<file path="config.mk">
export PLATFORM = sky130hd
export DESIGN_NAME = program_loader_flat
export DESIGN_NICKNAME = d
export VERILOG_FILES = /design/src/rtl/loader_pkg.sv /design/src/rtl/program_loader_if.sv /design/src/rtl/loader_checksum.sv /design/src/rtl/program_loader.sv /design/src/flat_wrapper.sv
export SDC_FILE = /design/constraint.sdc
export NUM_CORES = 1
export LEC_CHECK = 0
export CORE_AREA = 5 5 73 75
export DETAILED_ROUTE_END_ITERATION = 6
export DIE_AREA = 0 0 78 80
export GPL_TIMING_DRIVEN = 1
export PLACE_DENSITY = 0.71
export SETUP_SLACK_MARGIN = 0.3
export SLEW_MARGIN = 10
export SYNTH_ARGS = -nofsm -noshare
export SYNTH_HDL_FRONTEND = slang
export SYNTH_SLANG_ARGS = --single-unit
</file>
<file path="constraint.sdc">
create_clock -name clk -period 3.1 [get_ports clk]
set_input_delay 0.62 -clock clk [delete_from_list [all_inputs] [get_ports clk]]
set_output_delay 0.62 -clock clk [all_outputs]
set_load 0.01 [all_outputs]
</file>
<file path="src/rtl/loader_pkg.sv">
// loader_pkg: state encoding, default widths and checksum helper shared by the program loader files.
package loader_pkg;
   localparam int DEF_DATA_WIDTH = 8;
   localparam int DEF_ADDR_WIDTH = 4;
   localparam int DEF_DEPTH = 16;
   typedef enum logic [2:0] {IDLE, LOAD, WRITE, VREAD, VCMP, CHECK, DONE, ERROR} state_t;
   // Sum of two words reduced mod 2**w; callers size-cast the result to their word width.
   function automatic logic [31:0] csum(input logic [31:0] a, input logic [31:0] b, input int w);
      csum = (a + b) & ((32'd1 << w) - 32'd1);
   endfunction
endpackage

</file>
<file path="src/rtl/program_loader_if.sv">
// program_loader_if: host load stream, RAM port and status lines of the program loader.
interface program_loader_if import loader_pkg::*; #(
   parameter int DATA_WIDTH = DEF_DATA_WIDTH,
   parameter int ADDR_WIDTH = DEF_ADDR_WIDTH
);
   logic programming, data_valid, ready, done_load, error, hold_cpu, ram_we, ram_re;
   logic [DATA_WIDTH-1:0] data_in, ram_wdata, ram_rdata;
   logic [ADDR_WIDTH-1:0] ram_addr;
   logic [ADDR_WIDTH:0] load_count;
   modport master (
      output programming, data_valid, data_in, ram_rdata,
      input  ready, done_load, error, hold_cpu, ram_addr, ram_wdata, ram_we, ram_re, load_count
   );
   modport slave (
      input  programming, data_valid, data_in, ram_rdata,
      output ready, done_load, error, hold_cpu, ram_addr, ram_wdata, ram_we, ram_re, load_count
   );
endinterface

</file>
<file path="src/rtl/loader_checksum.sv">
// loader_checksum: running mod-2**DATA_WIDTH sum of the image with a test for sum+data == 0.
module loader_checksum import loader_pkg::*; #(
   parameter int DATA_WIDTH = DEF_DATA_WIDTH
) (
   input  logic                  clk,
   input  logic                  rst,
   input  logic                  i_clr,
   input  logic                  i_add,
   input  logic [DATA_WIDTH-1:0] i_data,
   output logic                  o_zero
);
   logic [DATA_WIDTH-1:0] r_sum;
   always_ff @(posedge clk)
      if (rst || i_clr) r_sum <= '0;
      else if (i_add) r_sum <= DATA_WIDTH'(csum(32'(r_sum), 32'(i_data), DATA_WIDTH));
   assign o_zero = csum(32'(r_sum), 32'(i_data), DATA_WIDTH) == 32'd0;
endmodule

</file>
<file path="src/rtl/program_loader.sv">
// program_loader: streams a program image into RAM, optionally verifies each word, then checks the checksum byte.
module program_loader import loader_pkg::*; #(
   parameter int DATA_WIDTH = DEF_DATA_WIDTH,
   parameter int ADDR_WIDTH = DEF_ADDR_WIDTH,
   parameter int DEPTH      = DEF_DEPTH,
   parameter bit VERIFY_EN  = 1'b1
) (
   input logic             clk,
   input logic             rst,
   program_loader_if.slave bus
);
   state_t r_state, w_next;
   logic [ADDR_WIDTH-1:0] r_addr;
   logic [DATA_WIDTH-1:0] r_wbuf;
   logic w_accept, w_last, w_match, w_adv, w_zero;
   assign w_accept = (r_state == LOAD || r_state == CHECK) && bus.data_valid;
   assign w_last   = r_addr == ADDR_WIDTH'(DEPTH - 1);
   assign w_match  = bus.ram_rdata == r_wbuf;
   assign w_adv    = bus.programming && ((r_state == WRITE && !VERIFY_EN) || (r_state == VCMP && w_match));
   loader_checksum #(.DATA_WIDTH(DATA_WIDTH)) u_sum (
      .clk    (clk),
      .rst    (rst),
      .i_clr  (r_state == IDLE),
      .i_add  (r_state == LOAD && w_accept),
      .i_data (bus.data_in),
      .o_zero (w_zero)
   );
   // Dropping programming returns to IDLE from every state; DONE/ERROR otherwise hold.
   always_comb begin
      w_next = r_state;
      case (r_state)
         IDLE:    w_next = LOAD;
         LOAD:    w_next = bus.data_valid ? WRITE : LOAD;
         WRITE:   w_next = VERIFY_EN ? VREAD : (w_last ? CHECK : LOAD);
         VREAD:   w_next = VCMP;
         VCMP:    w_next = !w_match ? ERROR : (w_last ? CHECK : LOAD);
         CHECK:   w_next = !bus.data_valid ? CHECK : (w_zero ? DONE : ERROR);
         default: w_next = r_state;
      endcase
      if (!bus.programming) w_next = IDLE;
   end
   // Outputs are registered as a decode of the state being entered.
   always_ff @(posedge clk) begin
      if (rst) begin
         r_state        <= IDLE;
         r_addr         <= '0;
         r_wbuf         <= '0;
         bus.ready      <= 1'b0;
         bus.done_load  <= 1'b0;
         bus.error      <= 1'b0;
         bus.hold_cpu   <= 1'b0;
         bus.ram_we     <= 1'b0;
         bus.ram_re     <= 1'b0;
         bus.ram_addr   <= '0;
         bus.ram_wdata  <= '0;
         bus.load_count <= '0;
      end else begin
         r_state        <= w_next;
         r_addr         <= r_state == IDLE ? '0 : r_addr + ADDR_WIDTH'(w_adv && !w_last);
         r_wbuf         <= (r_state == LOAD && w_accept) ? bus.data_in : r_wbuf;
         bus.ready      <= w_next == LOAD || w_next == CHECK;
         bus.done_load  <= w_next == DONE;
         bus.error      <= w_next == ERROR;
         bus.hold_cpu   <= !(w_next inside {IDLE, DONE});
         bus.ram_we     <= w_next == WRITE;
         bus.ram_re     <= w_next == VREAD;
         bus.ram_addr   <= (w_next == WRITE || w_next == VREAD) ? r_addr : '0;
         bus.ram_wdata  <= w_next == WRITE ? bus.data_in : '0;
         bus.load_count <= w_next == IDLE ? '0 : bus.load_count + (ADDR_WIDTH + 1)'(w_adv);
      end
   end
endmodule

</file>
<file path="src/flat_wrapper.sv">
// flat-port wrapper written by rule: the top's interface ports become plain ports
module program_loader_flat import loader_pkg::*;
#(
   parameter int DATA_WIDTH = DEF_DATA_WIDTH,
   parameter int ADDR_WIDTH = DEF_ADDR_WIDTH,
   parameter int DEPTH      = DEF_DEPTH,
   parameter bit VERIFY_EN  = 1'b1
)
  (clk, rst, bus_programming, bus_data_valid, bus_data_in, bus_ram_rdata, bus_ready, bus_done_load, bus_error, bus_hold_cpu, bus_ram_addr, bus_ram_wdata, bus_ram_we, bus_ram_re, bus_load_count);
  program_loader_if #(.DATA_WIDTH(DATA_WIDTH), .ADDR_WIDTH(ADDR_WIDTH)) bus_i ();
  input logic clk;
  input logic rst;
  input wire logic [$bits(bus_i.programming)-1:0] bus_programming;
  input wire logic [$bits(bus_i.data_valid)-1:0] bus_data_valid;
  input wire logic [$bits(bus_i.data_in)-1:0] bus_data_in;
  input wire logic [$bits(bus_i.ram_rdata)-1:0] bus_ram_rdata;
  output wire logic [$bits(bus_i.ready)-1:0] bus_ready;
  output wire logic [$bits(bus_i.done_load)-1:0] bus_done_load;
  output wire logic [$bits(bus_i.error)-1:0] bus_error;
  output wire logic [$bits(bus_i.hold_cpu)-1:0] bus_hold_cpu;
  output wire logic [$bits(bus_i.ram_addr)-1:0] bus_ram_addr;
  output wire logic [$bits(bus_i.ram_wdata)-1:0] bus_ram_wdata;
  output wire logic [$bits(bus_i.ram_we)-1:0] bus_ram_we;
  output wire logic [$bits(bus_i.ram_re)-1:0] bus_ram_re;
  output wire logic [$bits(bus_i.load_count)-1:0] bus_load_count;
  assign bus_i.programming = bus_programming;
  assign bus_i.data_valid = bus_data_valid;
  assign bus_i.data_in = bus_data_in;
  assign bus_i.ram_rdata = bus_ram_rdata;
  assign bus_ready = bus_i.ready;
  assign bus_done_load = bus_i.done_load;
  assign bus_error = bus_i.error;
  assign bus_hold_cpu = bus_i.hold_cpu;
  assign bus_ram_addr = bus_i.ram_addr;
  assign bus_ram_wdata = bus_i.ram_wdata;
  assign bus_ram_we = bus_i.ram_we;
  assign bus_ram_re = bus_i.ram_re;
  assign bus_load_count = bus_i.load_count;
  program_loader #(.DATA_WIDTH(DATA_WIDTH), .ADDR_WIDTH(ADDR_WIDTH), .DEPTH(DEPTH), .VERIFY_EN(VERIFY_EN)) u_core (.clk(clk), .rst(rst), .bus(bus_i));
endmodule
</file>
# Word level (Yosys, flattened, before mapping)
# Index checks and enable logic that the tools add are counted.
# classes
addsub,3
eq_ne,13
muxes,7
n_bitwise,2
n_reduce_logical,19
# ops
op,n
zero test 32 bit,1
one-hot mux 3 bit (6 select lines),1
equality test 3 bit (second input constant),5
equality test 3 x 2 -> 1 bit (second input constant),4
2-to-1 mux 3 bit,4
adder 8 bit,1
equality test 8 bit,1
OR reduction 2 bit,4
equality test 3 x 1 -> 1 bit (second input constant),2
zero test 3 bit,2
adder 5 x 1 -> 5 bit,1
logical AND 1 bit,5
adder 4 x 1 -> 4 bit,1
equality test 4 bit (second input constant),1
logical OR 1 bit,4
zero test 1 bit,2
2-to-1 mux 2 bit,1
NOT 1 bit,2
nonzero test 2 bit,1
2-to-1 mux 1 bit,1
# word_totals
reg_bits,46
input_bits,20

# Logic depth before layout (Yosys ltp)
# Gate-level depths: netlist of the first run.
# depth
ltp_word,10
depth_mapped,9
mapped_depth_nobuf,9

# Modules after synthesis
# Synthesis of the first run repeated with hierarchy kept, for this count alone.
# unflattened
hier_cells,220
hier_area_um2,2119.5
# modules_own_cells
mod,n_inst,cells_per_inst,area_each_um2,seq_area_each_um2
program_loader,1,151,1490.2,760.7
loader_checksum,1,69,629.4,160.2

# Least setup slack after synthesis of the first run
# Ideal clock, no wire load.
# synth_path
path_kind,input-to-reg
from,in bus_data_in[0]
to,reg u_core.bus.error
setup_time_ns,0.117
arrival_ns,2.524
required_time_ns,2.983
setup_slack_ns,0.460
cell_stages,8
n_path_buf,0
path_cell_list,ha_1 > fa_1 > a211oi_2 > o21bai_1 > a21oi_2 > xnor2_1 > or4_4 > and3b_2
# synth_between
elab_chain_len,7
# synth_lines
element,line_no,text
"start, declared",flat_wrapper.sv:15,input wire logic [$bits(bus_i.data_in)-1:0] bus_data_in;
adder 8 bit,loader_pkg.sv:9,csum = (a + b) & ((32'd1 << w) - 32'd1);
zero test 32 bit,loader_checksum.sv:16,"assign o_zero = csum(32'(r_sum), 32'(i_data), DATA_WIDTH) == 32'd0;"
2-to-1 mux 1 bit,program_loader.sv:37,CHECK: w_next = !bus.data_valid ? CHECK : (w_zero ? DONE : ERROR);
2-to-1 mux 3 bit,program_loader.sv:37,
one-hot mux 3 bit (6 select lines),program_loader.sv:31,case (r_state)
2-to-1 mux 3 bit,program_loader.sv:40,if (!bus.programming) w_next = IDLE;
equality test 3 bit,program_loader.sv:63,bus.error <= w_next == ERROR;
"end signal, assigned",program_loader.sv:50,bus.error <= 1'b0;
"end signal, assigned",program_loader.sv:63,
"end, declared",program_loader_if.sv:16,"output ready, done_load, error, hold_cpu, ram_addr, ram_wdata, ram_we, ram_re, load_count"
# No other way between the ends.
# A chain may end at the register's enable or synchronous reset.

# Worst setup path after layout of the first run
# layout_path
from,in bus_data_in[3]
to,reg u_core.bus.error
# The elaborated chain is that of the path after synthesis.

==> run_results.csv, run 1 <==
group,metric,value,unit
outcome,status,"complete, no violations",
drt,drtPass1Iterations,4,
global_route,overflow,0,
floorplan,rows,25,
sta,fin_crit_sh,0.857,
sta,rsz0062_at_grt,"no",
global_route,grt_pass1_vias,1636,
global_route,grt_max_degree,15,
drt,via_per_inst,5.11,
power,power.leakage,0.993,nW
floorplan,die_w,78,µm
power,peakVddDrop,0.210,mV
drt,drc,0,
floorplan,core_area,4600,µm²
logic_synthesis,post_synth.cell_area_avg,9.14,µm²
drt,ant_nets,0,
critical_path,crit_chain,"clkdlybuf4s50_1 > ha_1 > o21ai_0 > o211ai_1 > nand2_1 > xnor2_1 > or4_4 > and3b_2",
logic_synthesis,synth_top_area_share,0.456,
job,drv_cap,0,
critical_path,endpoint_kind,"register",
sta,worst_slack,0.444,ns
critical_path,crit_type,"primary input to register",
critical_path,slowest_delay,0.57,ns
sta,slew_headroom,0.683,
floorplan,die-height,80,µm
power,powerDensity,398,nW/µm²
clock_tree,tritoncts,"done",
clock_tree,cts_buffers,5,
logic_synthesis,synthFlopType,"dfxtp_1",
clock_tree,htreeDepth,2,
sta,tightest_slew,0.476,ns
drt,drt_iter0_drc,64,
logic_synthesis,syn_nets,253,
critical_path,cp_max_fo,4,
sta,tns,0,ns
drt,num_vias,1671,
final_layout,fillers,403,
final_layout,finalNetCount,305,
floorplan,ios,43,
logic_synthesis,synth_commonest_cells,"dfxtp_1, nand2_1, a21oi_1",
critical_path,cp_num_buf_inv,1,
floorplan,floorplan.initialDensity,0.439,
clock_tree,clk_path_buf_depth,2,
place,place_congestion,0.886,
place,dp_slack,-0.101,ns
logic_synthesis,synthTopCellsByArea,"dfxtp_1, ha_1, xnor2_1, nand2_1, a21oi_1",
sta,drv_slew,0,
logic_synthesis,synth_most_common_cell,"dfxtp_1",
logic_synthesis,synth_top_area_cell,"dfxtp_1",
sta,finalCriticalPeriod,2.66,ns
critical_path,cp.required,3.29,ns
sta,hold_violations,0,
logic_synthesis,synth-edff-count,0,
final_layout,drive_gt1_frac,0.0989,
critical_path,arrival,2.85,ns
final_layout,antenna-diode-count,0,
critical_path,cp_slowest_cell,"or4_4",
hold_path,hp-class,"register to register",
final_layout,multi_input_area,1070,µm²
sta,setup_viol_count_final,0,
final_layout,register_area,921,µm²
sta,max_freq,377,MHz
final_layout,fin_util,0.576,
sta,fin_worst_skew,0.00757,ns
clock_tree,clk-insertion-delay-late,0.30,ns
drt,wire_per_inst,13.3,µm
final_layout,synthToLayoutAreaGrowth,31.1,%
global_route,antenna_found_initial,0,
critical_path,critPathTopFamily,"simple AND/OR/NAND/NOR gates",
critical_path,cp-start-kind,"primary input",
place,dp_hpwl,3400,µm
clock_tree,root_buffer,"clkbuf_8",
logic_synthesis,yosys_register_bits,46,
logic_synthesis,synthArstFlopShare,0,
global_route,grt_first_pass_wirelength,7280,µm
drt,wirelength,4330,µm
clock_tree,clk_pin_slew,0.08,ns
logic_synthesis,yosys_warnings,0,
clock_tree,clkSinkCount,46,
place,portBuffers,42,
floorplan,dieArea,6240,µm²
critical_path,reg2reg_slack,0.71,ns
logic_synthesis,netlist_area,2020,µm²
logic_synthesis,ys_types,39,
global_route,grt_use_total,0.147,
logic_synthesis,seq_area_frac_synth,0.456,
logic_synthesis,synthCells,221,
## power breakdown
part           total (mW)  leakage [nW]  internal, mW  switching, mW
logic               0.102         0.583        0.0532         0.0492
clock network       0.347        0.0373         0.155          0.192
registers           0.604         0.372         0.598        0.00593
## cell families (layout without fill, tap and decap cells)
family	after synthesis	in the layout	share of synthesized area
AOI/OAI and AO/OA	42	42	0.133
xor gates and xnor gates	21	21	0.0911
and+or+nand+nor	89	89	0.221
DFF	46	46	0.456
adders and majority gates	12	12	0.0781
buffers and inverters	11	63	0.0211
## worst reg2reg max path, delay by kind of cell, from the launching register on
| family | cells | cell delay, ns |
|---|---|---|
| flops | 1 | 0.32 |
| xor+xnor | 1 | 0.19 |
| compound gates | 1 | 0.25 |
| simple gates | 4 | 0.98 |
| fa+ha+maj | 2 | 0.55 |
## area by class of cell
class                           count  share of cell area
Timing Repair Buffer               52               0.188
Clock buffer                        6              0.0274
Tap cell                           54              0.0255
Multi-Input combinational cell    164               0.403
Sequential cell                    46               0.348
Inverter                            4             0.00567
Clock inverter                      1             0.00284
## registers in the layout, summed over array words and instances, names as in the netlist
| register | count |
|---|---|
| u_core.u_sum.r_sum | 8 |
| u_core.r_state | 3 |
| u_core.bus.ram_addr | 4 |
| u_core.r_wbuf | 8 |
| u_core.bus.error | 1 |
| u_core.bus.ram_we | 1 |
| u_core.bus.ready | 1 |
| u_core.bus.hold_cpu | 1 |
| u_core.bus.load_count | 5 |
| u_core.bus.done_load | 1 |
| u_core.r_addr | 4 |
| u_core.bus.ram_re | 1 |
| u_core.bus.ram_wdata | 8 |
## layout by cell type (no fill, tap or decap), types with 2 or more instances in the layout
cell / instances
dfxtp_1: 46
clkdlybuf4s50_1: 40
nand2_1: 32
a21oi_1: 19
nor2_1: 17
xnor2_1: 15
and2_1: 15
ha_1: 10
buf_4: 10
o21ai_0: 6
xor2_1: 6
nor2b_1: 5
clkbuf_8: 5
nand3_1: 4
nand4_1: 3
a31oi_1: 3
inv_1: 3
a211oi_2: 3
and4_1: 2
o21bai_1: 2
a21o_1: 2
nor4_1: 2
## worst paths after layout
kind | start | to | cells after the start
max | bus_data_in[3] | u_core.bus.error$_SDFF_PP0_ | 8
min | u_core.u_sum.r_sum[5]$_SDFFE_PP0P_ | u_core.u_sum.r_sum[5]$_SDFFE_PP0P_ | 2
max reg2reg | u_core.u_sum.r_sum[0]$_SDFFE_PP0P_ | u_core.bus.error$_SDFF_PP0_ | 8
min reg2reg | u_core.u_sum.r_sum[5]$_SDFFE_PP0P_ | u_core.u_sum.r_sum[5]$_SDFFE_PP0P_ | 2
## per-stage QoR
step                      cells  power, mW  cell area [µm²]  hold slack (ns)
after floorplan             221      0.668             2020            0.440
after global placement      318      0.719             2540            0.448
after detailed placement    318      0.720             2540            0.458
after CTS                   327       1.06             2650            0.469
after global routing        327       1.10             2650            0.487
final                       327       1.05             2650            0.468
## layer usage
metal  vias to the layer above  wire length [µm]  part of all wire  GRT usage
li1                        857                 -                 -          -
met1                       770              1890              0.44      0.166
met2                        38              2070              0.48      0.251
met3                         6               295             0.068     0.0530
met4                         0                74             0.017     0.0557
met5                         -                 0                 0          0
## timing repair
| item | CTS | global route |
|---|---|---|
| buffers inserted | 2 | 0 |
| endpoints found under the setup margin | 4 | 4 |
| hold buffers | 0 | 0 |
| resized for setup | 5 | 1 |
| pin swaps | 4 | 0 |
Note: power is estimated with default switching activity, not from simulation.
==> run 2, diff against run 1 <==
- CORE_AREA: 5 5 73 75 -> 5 5 75 77
- CTS_CLUSTER_SIZE: not set -> 30
- DIE_AREA: 0 0 78 80 -> 0 0 80 82
- HOLD_SLACK_MARGIN: not set -> 0.02
- PLACE_DENSITY: 0.71 -> 0.7
- SYNTH_HIERARCHICAL: not set -> 1
==> run 2 against run 1 <==
Compared with the run above: via count grew 8.6%; hold slack improved by 0.00064 ns; count of clock-buffer cells in the layout up 2; flip-flop and latch count is the same; sequential power is essentially flat; clock skew down 0.0036 ns; combinational power grew 56%; cell area rose by 18%; register-to-register slack got worse by 0.37 ns; critical endpoint is now u_core/bus.error$_SDFF_PP0_.
==> run_results.csv, run 2 <==
group,metric,value,unit
outcome,status,"complete, no violations",
drt,wire_per_inst,14.0,µm
clock_tree,clk-insertion-delay-late,0.29,ns
logic_synthesis,seq_area_frac_synth,0.434,
drt,num_vias,1814,
final_layout,final_area,3120,µm²
power,peakVddDrop,0.196,mV
clock_tree,clk_pin_slew,0.08,ns
global_route,grt_use_total,0.158,
sta,max_freq,353,MHz
logic_synthesis,synth_top_area_cell,"dfxtp_1",
clock_tree,tritoncts,"done",
power,powerDensity,378,nW/µm²
logic_synthesis,yosys_register_bits,46,
sta,fin_worst_skew,0.00399,ns
place,portBuffers,42,
place,dp_hpwl,3450,µm
place,place_congestion,0.849,
critical_path,slowest_delay,0.39,ns
floorplan,die_w,80,µm
critical_path,reg2reg_slack,0.34,ns
drt,drt_iter0_drc,72,
global_route,overflow,0,
drt,drc,0,
drt,wirelength,5150,µm
sta,slew_headroom,0.669,
critical_path,cp_max_fo,3,
global_route,grt_first_pass_wirelength,8060,µm
power,total_power,1.18,mW
floorplan,floorplan.initialDensity,0.429,
sta,tns,0,ns
place,dp.cells,347,
logic_synthesis,synthArstFlopShare,0,
critical_path,cp_num_buf_inv,2,
critical_path,endpoint_kind,"register",
clock_tree,root_buffer,"clkbuf_8",
critical_path,crit_chain,"buf_8 > ha_4 > fa_2 > a211oi_2 > buf_4 > o21ai_0 > nand3_2 > and4bb_1 > and4b_2 > a2111oi_4 > o311ai_2 > a21oi_2",
final_layout,multi_input_area,1310,µm²
floorplan,ios,43,
job,drv_cap,0,
logic_synthesis,synthTopCellsByArea,"dfxtp_1, ha_1, xnor2_1, and2_1, nor2_1",
clock_tree,cts_buffers,5,
logic_synthesis,post_synth.cell_area_avg,9.63,µm²
sta,finalCriticalPeriod,2.83,ns
critical_path,arrival,3.07,ns
sta,setup_viol_count_final,0,
logic_synthesis,synth_most_common_cell,"dfxtp_1",
sta,drv_slew,0,
global_route,grt_pass1_vias,1743,
logic_synthesis,synth-edff-count,0,
logic_synthesis,synthFlopType,"dfxtp_1",
final_layout,instances_no_fill,367,
final_layout,register_area,921,µm²
drt,ant_nets,0,
place,place_area,2760,µm²
final_layout,fillers,396,
critical_path,cp.required,3.33,ns
global_route,grt_max_degree,19,
clock_tree,htreeDepth,2,
final_layout,synthToLayoutAreaGrowth,47.3,%
hold_path,hp-class,"register to register",
floorplan,core_area,4940,µm²
floorplan,dieArea,6560,µm²
clock_tree,clkSinkCount,46,
sta,tightest_slew,0.495,ns
sta,hold_violations,0,
power,power.leakage,1.19,nW
logic_synthesis,synthCells,220,
logic_synthesis,syn_nets,252,
drt,via_per_inst,4.94,
critical_path,critPathTopFamily,"compound AO/OA/AOI/OAI gates",
final_layout,reg_top3,"u_core/bus.ram_wdata (8), u_core/r_wbuf (8), u_core/u_sum/r_sum (8)",
final_layout,antenna-diode-count,0,
clock_tree,hold_buffers,0,
floorplan,rows,26,
logic_synthesis,ys_types,47,
logic_synthesis,yosys_warnings,6,
final_layout,final_cell_mix,"dfxtp_1, clkdlybuf4s50_1, buf_4",
final_layout,drive_gt1_frac,0.246,
global_route,antenna_found_initial,0,
logic_synthesis,synth_top_area_share,0.434,
logic_synthesis,netlist_area,2120,µm²
final_layout,final_common_cell,"dfxtp_1",
clock_tree,clk_path_buf_depth,2,
sta,fin_crit_sh,0.914,
sta,holdWs,0.469,ns
critical_path,crit_type,"primary input to register",
floorplan,die-height,82,µm
logic_synthesis,synth_commonest_cells,"dfxtp_1, nor2_1, nand2_1",
final_layout,finalNetCount,328,
critical_path,cp-start-kind,"primary input",
sta,rsz0062_at_grt,"yes",
critical_path,cp_slowest_cell,"a2111oi_4",
drt,drtPass1Iterations,4,
## run 2: cell type report
class / instances / area share
Multi-Input combinational cell: 163 / 0.418
Sequential cell: 46 / 0.295
Timing Repair Buffer: 74 / 0.216
Clock buffer: 8 / 0.0353
Tap cell: 70 / 0.0280
Inverter: 6 / 0.00721
## run 2: cell families after synthesis
kind of cell               synth area share
and+or+nand+nor                       0.236
DFF                                   0.434
AOI/OAI and AO/OA                     0.126
xor gates and xnor gates             0.0744
buffers and inverters                0.0272
adders and majority gates            0.0744
muxes                                0.0283
## run 2: power by group
group          switching, mW  total (mW)  internal (mW)  leakage [nW]
Clock                  0.190       0.415          0.225        0.0575
Combinational         0.0719       0.159         0.0866         0.764
Sequential           0.00707       0.605          0.598         0.372
## run 2: timing repair
action,in CTS,in global routing
endpoints found under the hold margin,0,0
pin swaps,17,25
gates resized for setup,17,21
endpoints found under the setup margin,15,14
gates cloned,1,0
buffers inserted,8,3
## run 2: worst paths after layout
check                                  endpoint  depth (start not counted)                                from
setup / recovery    u_core/bus.error$_SDFF_PP0_                         12                      bus_data_in[0]
hold / removal    u_core/r_wbuf[7]$_SDFFE_PP0P_                          2       u_core/r_wbuf[7]$_SDFFE_PP0P_
setup reg to reg    u_core/bus.error$_SDFF_PP0_                         11  u_core/u_sum/r_sum[0]$_SDFFE_PP0P_
hold reg to reg   u_core/r_wbuf[7]$_SDFFE_PP0P_                          2       u_core/r_wbuf[7]$_SDFFE_PP0P_
## run 2: routing by layer
layer	wire, µm	part of all wire	GRT usage	vias up
met5	0	0	0	-
met4	38	0.0074	0.0507	0
met3	272	0.053	0.0318	5
met2	2700	0.52	0.288	47
met1	2140	0.42	0.184	859
li1	-	-	-	903
## run 2: worst reg2reg max path, stage by stage, from the launching register on
cell and delay [ns]:
dfxtp_1 0.34, ha_4 0.17, fa_2 0.36, a211oi_2 0.26, buf_4 0.16, o21ai_0 0.13, nand3_2 0.10, and4bb_1 0.22
and4b_2 0.28, a2111oi_4 0.39, o311ai_2 0.17, a21oi_2 0.12
## run 2: metrics by stage
step / utilization / setup WS [ns]
6_report: 0.632 / 0.265
5_1_grt: 0.632 / 0.194
4_1_cts: 0.608 / 0.309
3_5_place_dp: 0.558 / -0.365
3_3_place_gp: 0.558 / -0.269
2_1_floorplan: - / 0.301
==> run 3, diff against run 2 <==
--- a/config.mk
+++ b/config.mk
@@ -12,5 +12,5 @@
 export GPL_TIMING_DRIVEN = 1
 export HOLD_SLACK_MARGIN = 0.02
-export PLACE_DENSITY = 0.7
+export PLACE_DENSITY_LB_ADDON = 0.12
 export SETUP_SLACK_MARGIN = 0.3
 export SLEW_MARGIN = 10
==> constraint.sdc (replaced) <==
create_clock -name clk -period 3.1 [get_ports clk]
set_input_delay 0.62 -clock clk [delete_from_list [all_inputs] [get_ports clk]]
set_output_delay 0.62 -clock clk [all_outputs]
set_load 0.02 [all_outputs]
==> run 3 against run 2 <==
Compared with the run above: cell area is 2.8% lower; sequential power hardly changed; non-clock buffer count is 5 lower; core utilization is 1.7 points lower; global-route usage is 0.22 points higher; wire length is 6.5% lower; count of clock-buffer cells in the layout is 1 lower; final cell count is 1.4% lower; flip-flop and latch count stayed put; clock skew is 0.0024 ns higher; power is 4.7% lower.
==> run_results.csv, run 3 (same netlist as run 2, synthesis figures left out) <==
group,metric,value,unit
drt,ant_nets,0,
drt,via_per_inst,4.78,
critical_path,arrival,2.94,ns
clock_tree,cts_buffers,5,
floorplan,die-height,82,µm
critical_path,r2r_cells,11,
critical_path,reg2reg_from,"u_core/u_sum/r_sum[0]$_SDFFE_PP0P_",
critical_path,crit_chain,"buf_8 > ha_4 > fa_2 > a211oi_4 > nor2_2 > xor2_1 > nor3_1 > and4bb_1 > and4b_2 > a21oi_4 > a21boi_4 > and2_4",
drt,wire_per_inst,13.3,µm
final_layout,final_common_cell,"dfxtp_1",
floorplan,core_area,4940,µm²
final_layout,finalNetCount,323,
global_route,grt_pass1_vias,1748,
clock_tree,htreeDepth,2,
sta,setup_viol_count_final,0,
place,place_congestion,0.870,
sta,finalCriticalPeriod,2.70,ns
global_route,overflow,0,
clock_tree,clkSinkCount,46,
drt,drtPass1Iterations,4,
critical_path,cp.required,3.34,ns
sta,fin_crit_sh,0.871,
final_layout,fillers,451,
critical_path,crit_type,"primary input to register",
clock_tree,clk_pin_slew,0.08,ns
sta,max_freq,370,MHz
place,dp_slack,-0.385,ns
outcome,status,"complete, no violations",
floorplan,rows,26,
place,dp_hpwl,3580,µm
sta,fin_worst_skew,0.00639,ns
drt,wirelength,4820,µm
clock_tree,clk_path_buf_depth,2,
clock_tree,clk-insertion-delay-late,0.29,ns
critical_path,endpoint_kind,"register",
sta,worst_slack,0.400,ns
global_route,grt_use_total,0.160,
floorplan,die_w,80,µm
critical_path,crit_start,"bus_data_in[0]",
job,drv_cap,0,
power,peakVddDrop,0.153,mV
floorplan,floorplan.initialDensity,0.429,
critical_path,cp_max_fo,5,
drt,num_vias,1732,
sta,tightest_slew,0.495,ns
place,place_area,2780,µm²
critical_path,reg2reg_to,"u_core/bus.ram_wdata[6]$_SDFF_PP0_",
critical_path,reg2reg_slack,0.47,ns
clock_tree,hold_buffers,0,
final_layout,drive_gt1_frac,0.229,
final_layout,final_area,3040,µm²
critical_path,critPathCapture,"u_core/bus.ram_wdata[6]$_SDFF_PP0_",
final_layout,synthToLayoutAreaGrowth,43.3,%
critical_path,cp_slowest_cell,"fa_2",
final_layout,reg_top3,"u_core/bus.ram_wdata (8), u_core/r_wbuf (8), u_core/u_sum/r_sum (8)",
sta,drv_slew,0,
hold_path,hp-class,"register to register",
power,power.leakage,1.15,nW
critical_path,cp-start-kind,"primary input",
sta,tns,0,ns
floorplan,ios,43,
clock_tree,tritoncts,"done",
drt,drc,0,
global_route,grt_max_degree,19,
drt,drt_iter0_drc,81,
global_route,grt_first_pass_wirelength,8050,µm
global_route,antenna_found_initial,0,
final_layout,antenna-diode-count,0,
floorplan,dieArea,6560,µm²
sta,rsz0062_at_grt,"yes",
place,portBuffers,42,
power,powerDensity,370,nW/µm²
sta,slew_headroom,0.670,
critical_path,slowest_delay,0.38,ns
sta,hold_violations,0,
final_layout,final_cell_mix,"dfxtp_1, clkdlybuf4s50_1, buf_4",
clock_tree,root_buffer,"clkbuf_8",
-- run 3: power breakdown --
part | total [mW] | switching (mW) | internal [mW]
clock network | 0.375 | 0.195 | 0.180
registers | 0.605 | 0.00685 | 0.598
logic | 0.144 | 0.0682 | 0.0761
total | 1.12 | 0.270 | 0.855
-- run 3: per-layer routing --
metal	GRT usage	routed length, µm
met1	0.191	2070
met2	0.282	2510
met3	0.0296	169
met4	0.0642	66
met5	0	0
-- run 3: worst min path at each step --
stage | from | cells past startpoint | to
finish | u_core/r_wbuf[5]$_SDFFE_PP0P_ | 2 | u_core/r_wbuf[5]$_SDFFE_PP0P_
global route | u_core/r_wbuf[0]$_SDFFE_PP0P_ | 2 | u_core/r_wbuf[0]$_SDFFE_PP0P_
CTS | u_core/r_wbuf[0]$_SDFFE_PP0P_ | 2 | u_core/r_wbuf[0]$_SDFFE_PP0P_
detailed placement | u_core/r_wbuf[0]$_SDFFE_PP0P_ | 2 | u_core/r_wbuf[0]$_SDFFE_PP0P_
global placement | u_core/r_wbuf[0]$_SDFFE_PP0P_ | 2 | u_core/r_wbuf[0]$_SDFFE_PP0P_
floorplan | u_core/r_wbuf[0]$_SDFFE_PP0P_ | 2 | u_core/r_wbuf[0]$_SDFFE_PP0P_
-- run 3: what timing repair did --
item	in CTS	in global routing
gates cloned	1	0
setup endpoints to repair	15	12
pin swaps	15	3
buffers inserted	2	1
resized for setup	31	8
-- run 3: per-stage QoR --
step	utilization	power [mW]	std cells	hold WS, ns
6_report	0.614	1.12	362	0.474
5_1_grt	0.614	1.19	362	0.497
3_5_place_dp	0.562	0.750	350	0.461
4_1_cts	0.609	1.14	361	0.472
2_1_floorplan	-	0.684	220	0.449
3_3_place_gp	0.562	0.750	350	0.456
-- run 3: final cells by class --
type	instances	area (µm²)	share of cell area
Inverter	6	22.5	0.00742
Clock buffer	7	86.3	0.0284
Tap cell	70	87.6	0.0288
Multi-Input combinational cell	163	1300	0.427
Sequential cell	46	921	0.303
Timing Repair Buffer	69	617	0.203
Clock inverter	1	5.00	0.00165
-- run 3: critical path: cells and delay by family --
| kind | cells | cell delay (ns) |
|---|---|---|
| AOI/OAI and AO/OA | 3 | 0.56 |
| buffers and inverters | 1 | 0.10 |
| adders and majority gates | 2 | 0.53 |
| xor gates and xnor gates | 1 | 0.17 |
| and+or+nand+nor | 5 | 0.94 |
